## config.mk

```make
export PLATFORM = sky130hd
export DESIGN_NAME = irq_controller_flat
export DESIGN_NICKNAME = d
export VERILOG_FILES = /design/src/rtl/irq_controller_pkg.sv /design/src/rtl/irq_controller_if.sv /design/src/rtl/irq_prio_pick.sv /design/src/rtl/irq_controller.sv /design/src/flat_wrapper.sv
export SDC_FILE = /design/constraint.sdc
export NUM_CORES = 1
export LEC_CHECK = 0
export ABC_AREA = 1
export BUFFER_PORTS_ARGS = -buffer_cell sky130_fd_sc_hd__buf_2
export CAP_MARGIN = 20
export CORE_ASPECT_RATIO = 0.75
export CORE_MARGIN = 8
export CORE_UTILIZATION = 31
export DETAILED_ROUTE_END_ITERATION = 8
export GPL_ROUTABILITY_DRIVEN = 1
export PLACE_DENSITY = 0.74
export SYNTH_ARGS = -nofsm -noshare
export SYNTH_HDL_FRONTEND = slang
export SYNTH_SLANG_ARGS = --single-unit
```

## constraint.sdc

```tcl
create_clock -name clk -period 2.2 [get_ports clk]
set_clock_uncertainty 0.15 [all_clocks]
set_input_delay 0.22 -clock clk [delete_from_list [all_inputs] [get_ports clk]]
set_output_delay 0.22 -clock clk [all_outputs]
set_load 0.02 [all_outputs]
```

## src/rtl/irq_controller_pkg.sv

```systemverilog
// Shared constants for the interrupt controller: register offsets, FSM states, defaults.
package irq_controller_pkg;

    localparam int unsigned N_SRC_DEF     = 3;
    localparam logic [31:0] BASE_ADDR_DEF = 32'h0000_7F30;

    localparam logic [1:0] IRQ_MASK   = 2'd0;
    localparam logic [1:0] IRQ_PEND   = 2'd1;
    localparam logic [1:0] IRQ_ACTIVE = 2'd2;
    localparam logic [1:0] IRQ_EOI    = 2'd3;

    typedef enum logic [1:0] {
        IRQ_IDLE    = 2'd0,
        IRQ_REQ     = 2'd1,
        IRQ_SERVICE = 2'd2
    } irq_state_e;

    // Width of a source index; a single source still needs one bit.
    function automatic int unsigned id_width(input int unsigned n);
        return (n > 1) ? $clog2(n) : 1;
    endfunction

endpackage

```

## src/rtl/irq_controller_if.sv

```systemverilog
// Data-bus register port plus interrupt lines and the CP0 req/ack handshake.
interface irq_controller_if
    import irq_controller_pkg::*;
#(
    parameter int unsigned N_SRC = N_SRC_DEF,
    parameter int unsigned ID_W  = id_width(N_SRC)
);
    logic [31:0]      addr;
    logic             we;
    logic [31:0]      wdata;
    logic [31:0]      rdata;
    logic [N_SRC-1:0] irq_src;
    logic             irq_req;
    logic [ID_W-1:0]  irq_id;
    logic             irq_ack;

    modport master (
        output addr, we, wdata, irq_src, irq_ack,
        input  rdata, irq_req, irq_id
    );

    modport slave (
        input  addr, we, wdata, irq_src, irq_ack,
        output rdata, irq_req, irq_id
    );
endinterface

```

## src/rtl/irq_prio_pick.sv

```systemverilog
// Combinational priority picker over the masked pending vector.
// IRQ_CTRL_RR_EN selects round-robin from last grant + 1; otherwise lowest index wins.
module irq_prio_pick #(
    parameter int unsigned N_SRC = 3,
    parameter int unsigned ID_W  = 2
) (
    input  logic [N_SRC-1:0] i_req,
    input  logic [ID_W-1:0]  i_last,
    output logic             o_vld_c,
    output logic [ID_W-1:0]  o_idx_c
);

`ifdef IRQ_CTRL_RR_EN
    logic [2*N_SRC-1:0] w_req2;
    logic [N_SRC-1:0]   w_rot;
    int unsigned        w_base;

    // Rotate so position 0 is the source right after the last grant.
    assign w_base = 32'(i_last) + 32'd1;
    assign w_req2 = {i_req, i_req};
    assign w_rot  = N_SRC'(w_req2 >> w_base);

    always_comb begin
        o_vld_c = 1'b0;
        o_idx_c = '0;
        for (int k = int'(N_SRC) - 1; k >= 0; k--) begin
            if (w_rot[k]) begin
                o_vld_c = 1'b1;
                o_idx_c = ID_W'((w_base + 32'(k)) % N_SRC);
            end
        end
    end
`else
    logic w_unused_last;
    assign w_unused_last = ^i_last;

    always_comb begin
        o_vld_c = 1'b0;
        o_idx_c = '0;
        for (int k = int'(N_SRC) - 1; k >= 0; k--) begin
            if (i_req[k]) begin
                o_vld_c = 1'b1;
                o_idx_c = ID_W'(k);
            end
        end
    end
`endif

endmodule

```

## src/rtl/irq_controller.sv

```systemverilog
// Memory-mapped interrupt controller: edge capture, mask, one request at a time to CP0.
// Define IRQ_CTRL_RR_EN for round-robin priority (builds the last-grant register).
module irq_controller
    import irq_controller_pkg::*;
#(
    parameter int unsigned N_SRC     = N_SRC_DEF,
    parameter logic [31:0] BASE_ADDR = BASE_ADDR_DEF
) (
    input logic            clk,
    input logic            reset,
    irq_controller_if.slave bus
);

    localparam int unsigned ID_W = id_width(N_SRC);

    irq_state_e       r_state;
    logic             r_req;
    logic [ID_W-1:0]  r_id;
    logic [N_SRC-1:0] r_src_q;
    logic [N_SRC-1:0] r_pend;
    logic [N_SRC-1:0] r_mask;

    logic             w_hit;
    logic [1:0]       w_off;
    logic             w_wr_mask;
    logic             w_wr_pend;
    logic             w_wr_eoi;
    logic             w_ack_take;
    logic [N_SRC-1:0] w_edge;
    logic [N_SRC-1:0] w_masked;
    logic [N_SRC-1:0] w_id_oh;
    logic [N_SRC-1:0] w_clr;
    logic             w_cur_live;
    logic             w_pick_vld;
    logic [ID_W-1:0]  w_pick_idx;
    logic [ID_W-1:0]  w_last;
    logic             w_unused;

    assign w_hit      = (bus.addr[31:4] == BASE_ADDR[31:4]);
    assign w_off      = bus.addr[3:2];
    assign w_wr_mask  = w_hit && bus.we && (w_off == IRQ_MASK);
    assign w_wr_pend  = w_hit && bus.we && (w_off == IRQ_PEND);
    assign w_wr_eoi   = w_hit && bus.we && (w_off == IRQ_EOI);
    assign w_ack_take = (r_state == IRQ_REQ) && bus.irq_ack;
    assign w_unused   = ^{bus.addr[1:0], bus.wdata[31:N_SRC]};

    assign w_edge     = bus.irq_src & ~r_src_q;
    assign w_masked   = r_pend & r_mask;
    assign w_id_oh    = N_SRC'(1) << r_id;
    assign w_cur_live = |(w_masked & w_id_oh);
    // Clears from W1C and ack; a same-cycle rising edge still sets the bit.
    assign w_clr      = (w_wr_pend ? bus.wdata[N_SRC-1:0] : '0) | (w_ack_take ? w_id_oh : '0);

    irq_prio_pick #(.N_SRC(N_SRC), .ID_W(ID_W)) u_pick (
        .i_req   (w_masked),
        .i_last  (w_last),
        .o_vld_c (w_pick_vld),
        .o_idx_c (w_pick_idx)
    );

`ifdef IRQ_CTRL_RR_EN
    logic [ID_W-1:0] r_last;

    always_ff @(posedge clk) begin
        if (reset)           r_last <= ID_W'(N_SRC - 1);
        else if (w_ack_take) r_last <= r_id;
    end
    assign w_last = r_last;
`else
    assign w_last = '0;
`endif

    always_ff @(posedge clk) begin
        if (reset) begin
            r_src_q <= '0;
            r_pend  <= '0;
            r_mask  <= '0;
        end else begin
            r_src_q <= bus.irq_src;
            r_pend  <= (r_pend & ~w_clr) | w_edge;
            if (w_wr_mask) r_mask <= bus.wdata[N_SRC-1:0];
        end
    end

    // Request FSM; irq_id only changes when a new request is issued.
    always_ff @(posedge clk) begin
        if (reset) begin
            r_state <= IRQ_IDLE;
            r_req   <= 1'b0;
            r_id    <= '0;
        end else begin
            case (r_state)
                IRQ_IDLE: begin
                    if (w_pick_vld) begin
                        r_state <= IRQ_REQ;
                        r_req   <= 1'b1;
                        r_id    <= w_pick_idx;
                    end
                end
                IRQ_REQ: begin
                    if (bus.irq_ack) begin
                        r_state <= IRQ_SERVICE;
                        r_req   <= 1'b0;
                    end else if (!w_cur_live) begin
                        r_state <= IRQ_IDLE;
                        r_req   <= 1'b0;
                    end
                end
                IRQ_SERVICE: begin
                    if (w_wr_eoi) r_state <= IRQ_IDLE;
                end
                default: begin
                    r_state <= IRQ_IDLE;
                    r_req   <= 1'b0;
                end
            endcase
        end
    end

    always_comb begin
        bus.rdata = '0;
        if (w_hit) begin
            case (w_off)
                IRQ_MASK:   bus.rdata = 32'(r_mask);
                IRQ_PEND:   bus.rdata = 32'(r_pend);
                IRQ_ACTIVE: bus.rdata = {(r_state == IRQ_SERVICE), 31'(r_id)};
                default:    bus.rdata = '0;
            endcase
        end
    end

    assign bus.irq_req = r_req;
    assign bus.irq_id  = r_id;

endmodule

```

## src/flat_wrapper.sv

```systemverilog
// flat-port wrapper written by rule: the top's interface ports become plain ports
module irq_controller_flat import irq_controller_pkg::*;
#(
    parameter int unsigned N_SRC     = N_SRC_DEF,
    parameter logic [31:0] BASE_ADDR = BASE_ADDR_DEF
)
  (clk, reset, bus_addr, bus_we, bus_wdata, bus_irq_src, bus_irq_ack, bus_rdata, bus_irq_req, bus_irq_id);
  irq_controller_if #(.N_SRC(N_SRC)) bus_i ();
  input logic clk;
  input logic reset;
  input wire logic [$bits(bus_i.addr)-1:0] bus_addr;
  input wire logic [$bits(bus_i.we)-1:0] bus_we;
  input wire logic [$bits(bus_i.wdata)-1:0] bus_wdata;
  input wire logic [$bits(bus_i.irq_src)-1:0] bus_irq_src;
  input wire logic [$bits(bus_i.irq_ack)-1:0] bus_irq_ack;
  output wire logic [$bits(bus_i.rdata)-1:0] bus_rdata;
  output wire logic [$bits(bus_i.irq_req)-1:0] bus_irq_req;
  output wire logic [$bits(bus_i.irq_id)-1:0] bus_irq_id;
  assign bus_i.addr = bus_addr;
  assign bus_i.we = bus_we;
  assign bus_i.wdata = bus_wdata;
  assign bus_i.irq_src = bus_irq_src;
  assign bus_i.irq_ack = bus_irq_ack;
  assign bus_rdata = bus_i.rdata;
  assign bus_irq_req = bus_i.irq_req;
  assign bus_irq_id = bus_i.irq_id;
  irq_controller #(.N_SRC(N_SRC), .BASE_ADDR(BASE_ADDR)) u_core (.clk(clk), .reset(reset), .bus(bus_i));
endmodule
```

==> key figures, run 1 <==
Synthesis
  – Post-synth top cells: nand2_1, buf_4, nor2_1
  – Most used DFF post-synth: dfxtp_1
  – Cell taking the most area after synthesis: dfxtp_1
  – Ys Warns: 0
  – Syn avg cell area: 6.25 sq um
  – Cells after Synth: 176
  – Synth area leaders: dfxtp_1, buf_4, nand2_1, nor2_1, inv_1
  – Async SR Flop Fraction: 0%
  – Synthesized area: 1100 sq um
  – Synth Register Bits: 14
  – Most numerous cell in the Yosys netlist: nand2_1
  – Post-synth EDFFs: 0
  – Seq/Total Area, Yosys: 25.5%
  – Distinct cell type count after synthesis: 20
  – Share of the synthesized area in the top cell type: 25.5%

Clock tree
  – Clock transition at the registers of the reported paths: 0.06 ns
  – Clock sink total: 14
  – Clock root buffer: clkbuf_8
  – Cts repair resizes: 0
  – CTS tree: yes
  – Clk buf depth: 2
  – Setup repair bufs after CTS: 0
  – Clk_lat worst skew: 0.25 ns
  – Inserted Clock Buffers: 3
  – Hold_buf cts: 0
  – H-tree Lvls: 1

STA
  – RSZ-0062 raised after global routing: false
  – Final Max Tran Viols: 0
  – Min Tclk post-route: 1.71 ns
  – Setup violators final: 0
  – Final worst setup slack: 0.490 ns
  – Fin Setup TNS: 0 ns
  – Fin crit share: 77.7%
  – Fmax: 585 MHz
  – Final hold vios: 0

Place
  – PortBufs: 46
  – Final GP Congestion: 0.847
  – Hpwl dp: 2.44 mm
  – Setup WS pre-CTS: 0.439 ns

Global route
  – Global-route wire length before repair: 4.62 mm
  – Gr ovfl total: 0
  – Number of global-route vias before repair: 1083
  – Initial antenna violation count: 0
  – Largest net degree at the start of global routing: 10
  – Total track usage: 9.80%

Worst setup path
  – CP max stage delay: 0.19 ns
  – Critical Path Fanout Max: 5
  – Worst path slowest cell: buf_2
  – Critical path, cell by cell: buf_2 -> nor2_1 -> nand2_1 -> nor2_2 -> nand2_1 -> nor2_4 -> inv_1 -> a31oi_1 -> buf_2
  – Crit. End Element: output pin
  – CP Data Required Time: 1.83 ns
  – CP top delay family: simple AND/OR/NAND/NOR gates
  – Type of element launching the critical path: input port
  – Setup CP Type: input port to output pin
  – Arrival @ worst endpoint: 1.34 ns
  – Buf/Inv on CP: 3

Route
  – Antenna viol nets, final: 0
  – WL/cell: 10.5 microns
  – Detail Route met2 WL: 1.37 mm
  – Drt first pass iters: 4
  – Routed wl met3: 303 microns
  – Top layer in use: met4
  – Initial drt markers: 36
  – Routed WL: 2.76 mm
  – Metal-1 WL: 1.06 mm
  – Post-DR vias/cell: 4.17
  – Vias after detailed routing: 1102
  – DR DRC count: 0

Job
  – Max Cap Viol: 0

Floorplanning
  – Die height: 67.6 microns
  – # rows: 18
  – Starting Density: 33.0%
  – Area of the die: 5730 sq um
  – Io pins: 106
  – Die width: 84.8 microns
  – Core area: 3330 sq um

Layout
  – Nets: 296
  – Final Util: 39.5%
  – Area grow syn2layout: 19.6%
  – ANT cells: 0
  – Layout cells sized above 1: 26.3%

Hold path
  – Hold WC Path Type: input port to flop

Pwr
  – Pleak: 0.704 nW
  – VDD IR max: 303 uV
  – Cell Pwr Density: 481 nW/um^2

Status
  – Status: completed
[worst reg2reg max path: cells and delay by family, from the launching register on]
family,cells,cell delay [ns]
compound gates,2,0.24
buf+inv,1,0.10
flops,1,0.47
simple gates,4,0.28
[power breakdown]
part           switching, mW  internal [mW]  total (mW)
Sequential           0.00470          0.262       0.267
Clock                 0.0910          0.159       0.250
Combinational         0.0791         0.0369       0.116
Total                  0.175          0.458       0.632
[layout by cell type, fill, tap and decap left out]
cell and instances:
nand2_2 1, a21oi_1 6, nor2_1 26, nand3_1 8, conb_1 28, dfxtp_1 14
nor2_2 5, buf_2 46, a211oi_1 1, clkbuf_8 4, inv_1 24, nand2_1 45
o311a_1 3, o21ai_0 3, nand4_1 3, and2_2 1, nor3_1 2, a31oi_1 2
nand3_4 1, nor2_4 1
[flip-flops by register name (all words and copies together) (netlist names)]
register / count
u_core.r_pend: 3
u_core.r_mask: 3
u_core.r_src_q: 3
u_core.r_state: 2
u_core.bus.irq_id: 2
u_core.bus.irq_req: 1
[path summary, 6_finish.rpt]
| kind | from | to | slack (ns) | depth (start not counted) |
|---|---|---|---|---|
| max | bus_addr[25] | bus_rdata[1] | 0.49 | 9 |
| max reg2reg | u_core.bus.irq_id[1] | u_core.bus.irq_req | 0.84 | 7 |
| min | bus_irq_src[2] | u_core.r_src_q[2] | 0.04 | 3 |
| min reg2reg | u_core.r_src_q[1] | u_core.r_pend[1] | 0.30 | 3 |
[through the flow]
stage / area [sq um] / instances / hold WS, ns / power, mW
after floorplan: 1200 / 203 / 0.189 / 0.382
after global placement: 1260 / 260 / 0.286 / 0.384
after detailed placement: 1260 / 260 / 0.287 / 0.387
after CTS: 1320 / 264 / 0.0376 / 0.642
after global routing: 1320 / 264 / 0.0327 / 0.676
final: 1320 / 264 / 0.0422 / 0.632
[cell type report]
type | count | area, sq um
multi-input combinational | 136 | 609
timing repair buffer | 46 | 230
sequential | 14 | 280
clock buffer | 4 | 55.1
inverter | 24 | 90.1
fill | 380 | 2020
tap | 40 | 50.0
[cell families (layout without fill, tap and decap cells)]
| logic type | Yosys count | count (layout) | share of synthesized area [%] |
|---|---|---|---|
| other | 1 | 28 | 0.341 |
| AO/OA/AOI/OAI | 15 | 15 | 8.65 |
| buffers and inverters | 53 | 74 | 28.3 |
| AND/OR/NAND/NOR | 93 | 93 | 37.2 |
| flip-flops | 14 | 14 | 25.5 |
[layer usage]
layer  global-route usage, %  vias up
li1                        -      586
met3                    4.12        2
met1                    9.35      470
met4                    3.53        0
met5                       0        -
met2                    19.0       44
Power figures use the tool's default switching activity.
==> run 2: changes to the inputs <==
ABC_AREA = 0   (was 1)
PLACE_DENSITY = 0.75   (was 0.74)
clock period = 1.6 ns   (was 2.2 ns; I/O delays follow)
==> key figures, run 2 <==
Place
  – Hpwl dp: 2.49 mm
  – Dpl cells: 213
  – PortBufs: 46
  – Setup WS pre-CTS: -0.256 ns
  – Final GP Congestion: 0.828

STA
  – Fmax: 589 MHz
  – Fin crit share: 106%
  – RSZ-0062 raised after global routing: true
  – Setup violators final: 5
  – Final worst setup slack: -0.0974 ns
  – Fin Setup TNS: -0.309 ns
  – Final Max Tran Viols: 0
  – Final hold vios: 0
  – Min Tclk post-route: 1.70 ns

Route
  – Post-DR vias/cell: 4.75
  – Routed WL: 3.06 mm
  – DR DRC count: 0
  – Drt first pass iters: 5
  – WL/cell: 13.7 microns
  – Initial drt markers: 57
  – Antenna viol nets, final: 0
  – Vias after detailed routing: 1063

Synthesis
  – Synth Register Bits: 14
  – Synth area leaders: dfxtp_1, buf_4, nor4b_4, a21oi_1, mux2i_1
  – Post-synth EDFFs: 0
  – Synthesized area: 1090 sq um
  – Distinct cell type count after synthesis: 34
  – Cells after Synth: 126
  – Most used DFF post-synth: dfxtp_1
  – Async SR Flop Fraction: 0%
  – Ys Warns: 0
  – Syn avg cell area: 8.63 sq um
  – Share of the synthesized area in the top cell type: 25.8%
  – Most numerous cell in the Yosys netlist: buf_4
  – Post-synth top cells: buf_4, dfxtp_1, a21oi_1
  – Cell taking the most area after synthesis: dfxtp_1
  – Seq/Total Area, Yosys: 25.8%

Global route
  – Largest net degree at the start of global routing: 15
  – Total track usage: 10.3%
  – Gr ovfl total: 0
  – Number of global-route vias before repair: 1088
  – Initial antenna violation count: 0
  – Global-route wire length before repair: 4.86 mm

Pwr
  – Net Switching: 256 uW
  – Pleak: 0.681 nW
  – Seq pwr share: 40.5%
  – Logic pwr share: 21.6%
  – Cell Pwr Density: 605 nW/um^2
  – Cell internal pwr: 659 uW
  – VDD IR max: 420 uV
  – Clock power frac: 37.8%
  – Net Sw Frac: 28.0%

Floorplanning
  – Die height: 67.3 microns
  – Area of the die: 5680 sq um
  – Starting Density: 32.6%
  – # rows: 18
  – Die width: 84.4 microns
  – Core area: 3330 sq um
  – Io pins: 106

Hold path
  – Hold-critical path depth: 2
  – Worst hold start: bus_irq_src[1]
  – Hold WC Path Type: input port to flop
  – WHS Endpoint: u_core.r_src_q[1]

Job
  – Max Cap Viol: 0

Clock tree
  – Inserted Clock Buffers: 3
  – Clk_lat worst skew: 0.24 ns
  – Clock transition at the registers of the reported paths: 0.06 ns
  – H-tree Lvls: 1
  – Clock root buffer: clkbuf_8
  – Clock sink total: 14
  – Clk buf depth: 2
  – CTS tree: yes

Worst setup path
  – Worst r2r src: u_core.bus.irq_id[1]
  – CP Data Required Time: 1.29 ns
  – Critical Path Fanout Max: 4
  – RR Endpoint: u_core.bus.irq_req
  – R2R setup slack: 0.18 ns
  – Type of element launching the critical path: input port
  – Setup CP Type: input port to output pin
  – Crit. End Element: output pin
  – Reg2Reg Depth: 4
  – Arrival @ worst endpoint: 1.39 ns

Layout
  – Most frequent cells in the layout: buf_2, conb_1, dfxtp_1, buf_4, a21oi_1
  – ANT cells: 0
  – Layout cells sized above 1: 38.0%
  – Non-filler cells, final: 224
  – Most common cell after layout, fill and taps aside: buf_2
  – Biggest regs: u_core.r_mask: 3 flops, u_core.r_pend: 3 flops, u_core.r_src_q: 3 flops
  – Area grow syn2layout: 39.1%
  – Nets: 256

Status
  – Status: finished with violations
  – Failing checks: negative setup slack
==> run 2: changes by cell type after synthesis, sizes merged, moves of 4 or more <==
cell / change
nor2: -27
nand3: -5
nor4b: +4
nand2: -38
inv: -20
nor2b: +4
==> run 2: worst max-delay path, stage by stage <==
cell	delay, ns
buf_2	0.11
nor4_4	0.28
nand3_1	0.13
or2_4	0.31
nor4b_4	0.22
buf_4	0.18
==> run 2: per-layer routing <==
metal | track usage [%] | part of all wire [%]
met2 | 19.0 | 51
met3 | 4.12 | 7.0
met4 | 0.662 | 0
met1 | 11.6 | 42
met5 | 0 | 0
==> run 2: power groups by stage <==
stage / Sequential, mW / Combinational [mW] / Clock, mW
2_1_floorplan: 0.375 / 0.158 / 0
3_3_place_gp: 0.378 / 0.167 / 0
3_5_place_dp: 0.378 / 0.170 / 0
4_1_cts: 0.370 / 0.190 / 0.354
5_1_grt: 0.372 / 0.213 / 0.374
6_report: 0.371 / 0.198 / 0.346
==> run 2: how the worst max path moves through the flow <==
stage                 start             to  slack (ns)  cells past startpoint
2_1_floorplan  bus_addr[21]  bus_rdata[31]       0.003                      4
3_3_place_gp   bus_addr[21]  bus_rdata[31]       -0.20                      6
3_5_place_dp   bus_addr[17]  bus_rdata[31]       -0.26                      6
4_1_cts        bus_addr[17]  bus_rdata[31]       -0.11                      6
5_1_grt        bus_addr[17]  bus_rdata[31]       -0.21                      6
6_report       bus_addr[27]  bus_rdata[31]        -0.1                      6
==> run 2: cells by family after synthesis <==
family / Yosys count / synth area share [%]
AND/OR/NAND/NOR: 49 / 35.4
buffers and inverters: 34 / 21.4
AO/OA/AOI/OAI: 25 / 14.3
flip-flops: 14 / 25.8
multiplexers: 3 / 2.76
other: 1 / 0.345
==> run 2: layout make-up <==
| class | count | area (sq um) |
|---|---|---|
| fill | 345 | 1820 |
| multi-input combinational | 105 | 737 |
| timing repair buffer | 57 | 375 |
| sequential | 14 | 280 |
| clock buffer | 4 | 55.1 |
| tap | 40 | 50.0 |
| inverter | 4 | 15.0 |
==> run 2: what timing repair did <==
action | in CTS | in global routing
endpoints found under the hold margin | 3 | 0
endpoints found under the setup margin | 4 | 7
buffers inserted | 2 | 2
pin swaps | 3 | 4
gates resized for setup | 10 | 10
hold buffers | 3 | 0
cloned | 0 | 0
==> run 2: stage by stage <==
step	cell area (sq um)	power, mW	utilization, %	hold slack (ns)
finish	1510	0.915	45.4	0.0271
global route	1510	0.960	45.4	0.0301
CTS	1450	0.914	43.5	0.0313
detailed placement	1290	0.548	38.8	0.220
global placement	1290	0.545	38.8	0.215
floorplan	1200	0.533	-	0.0934
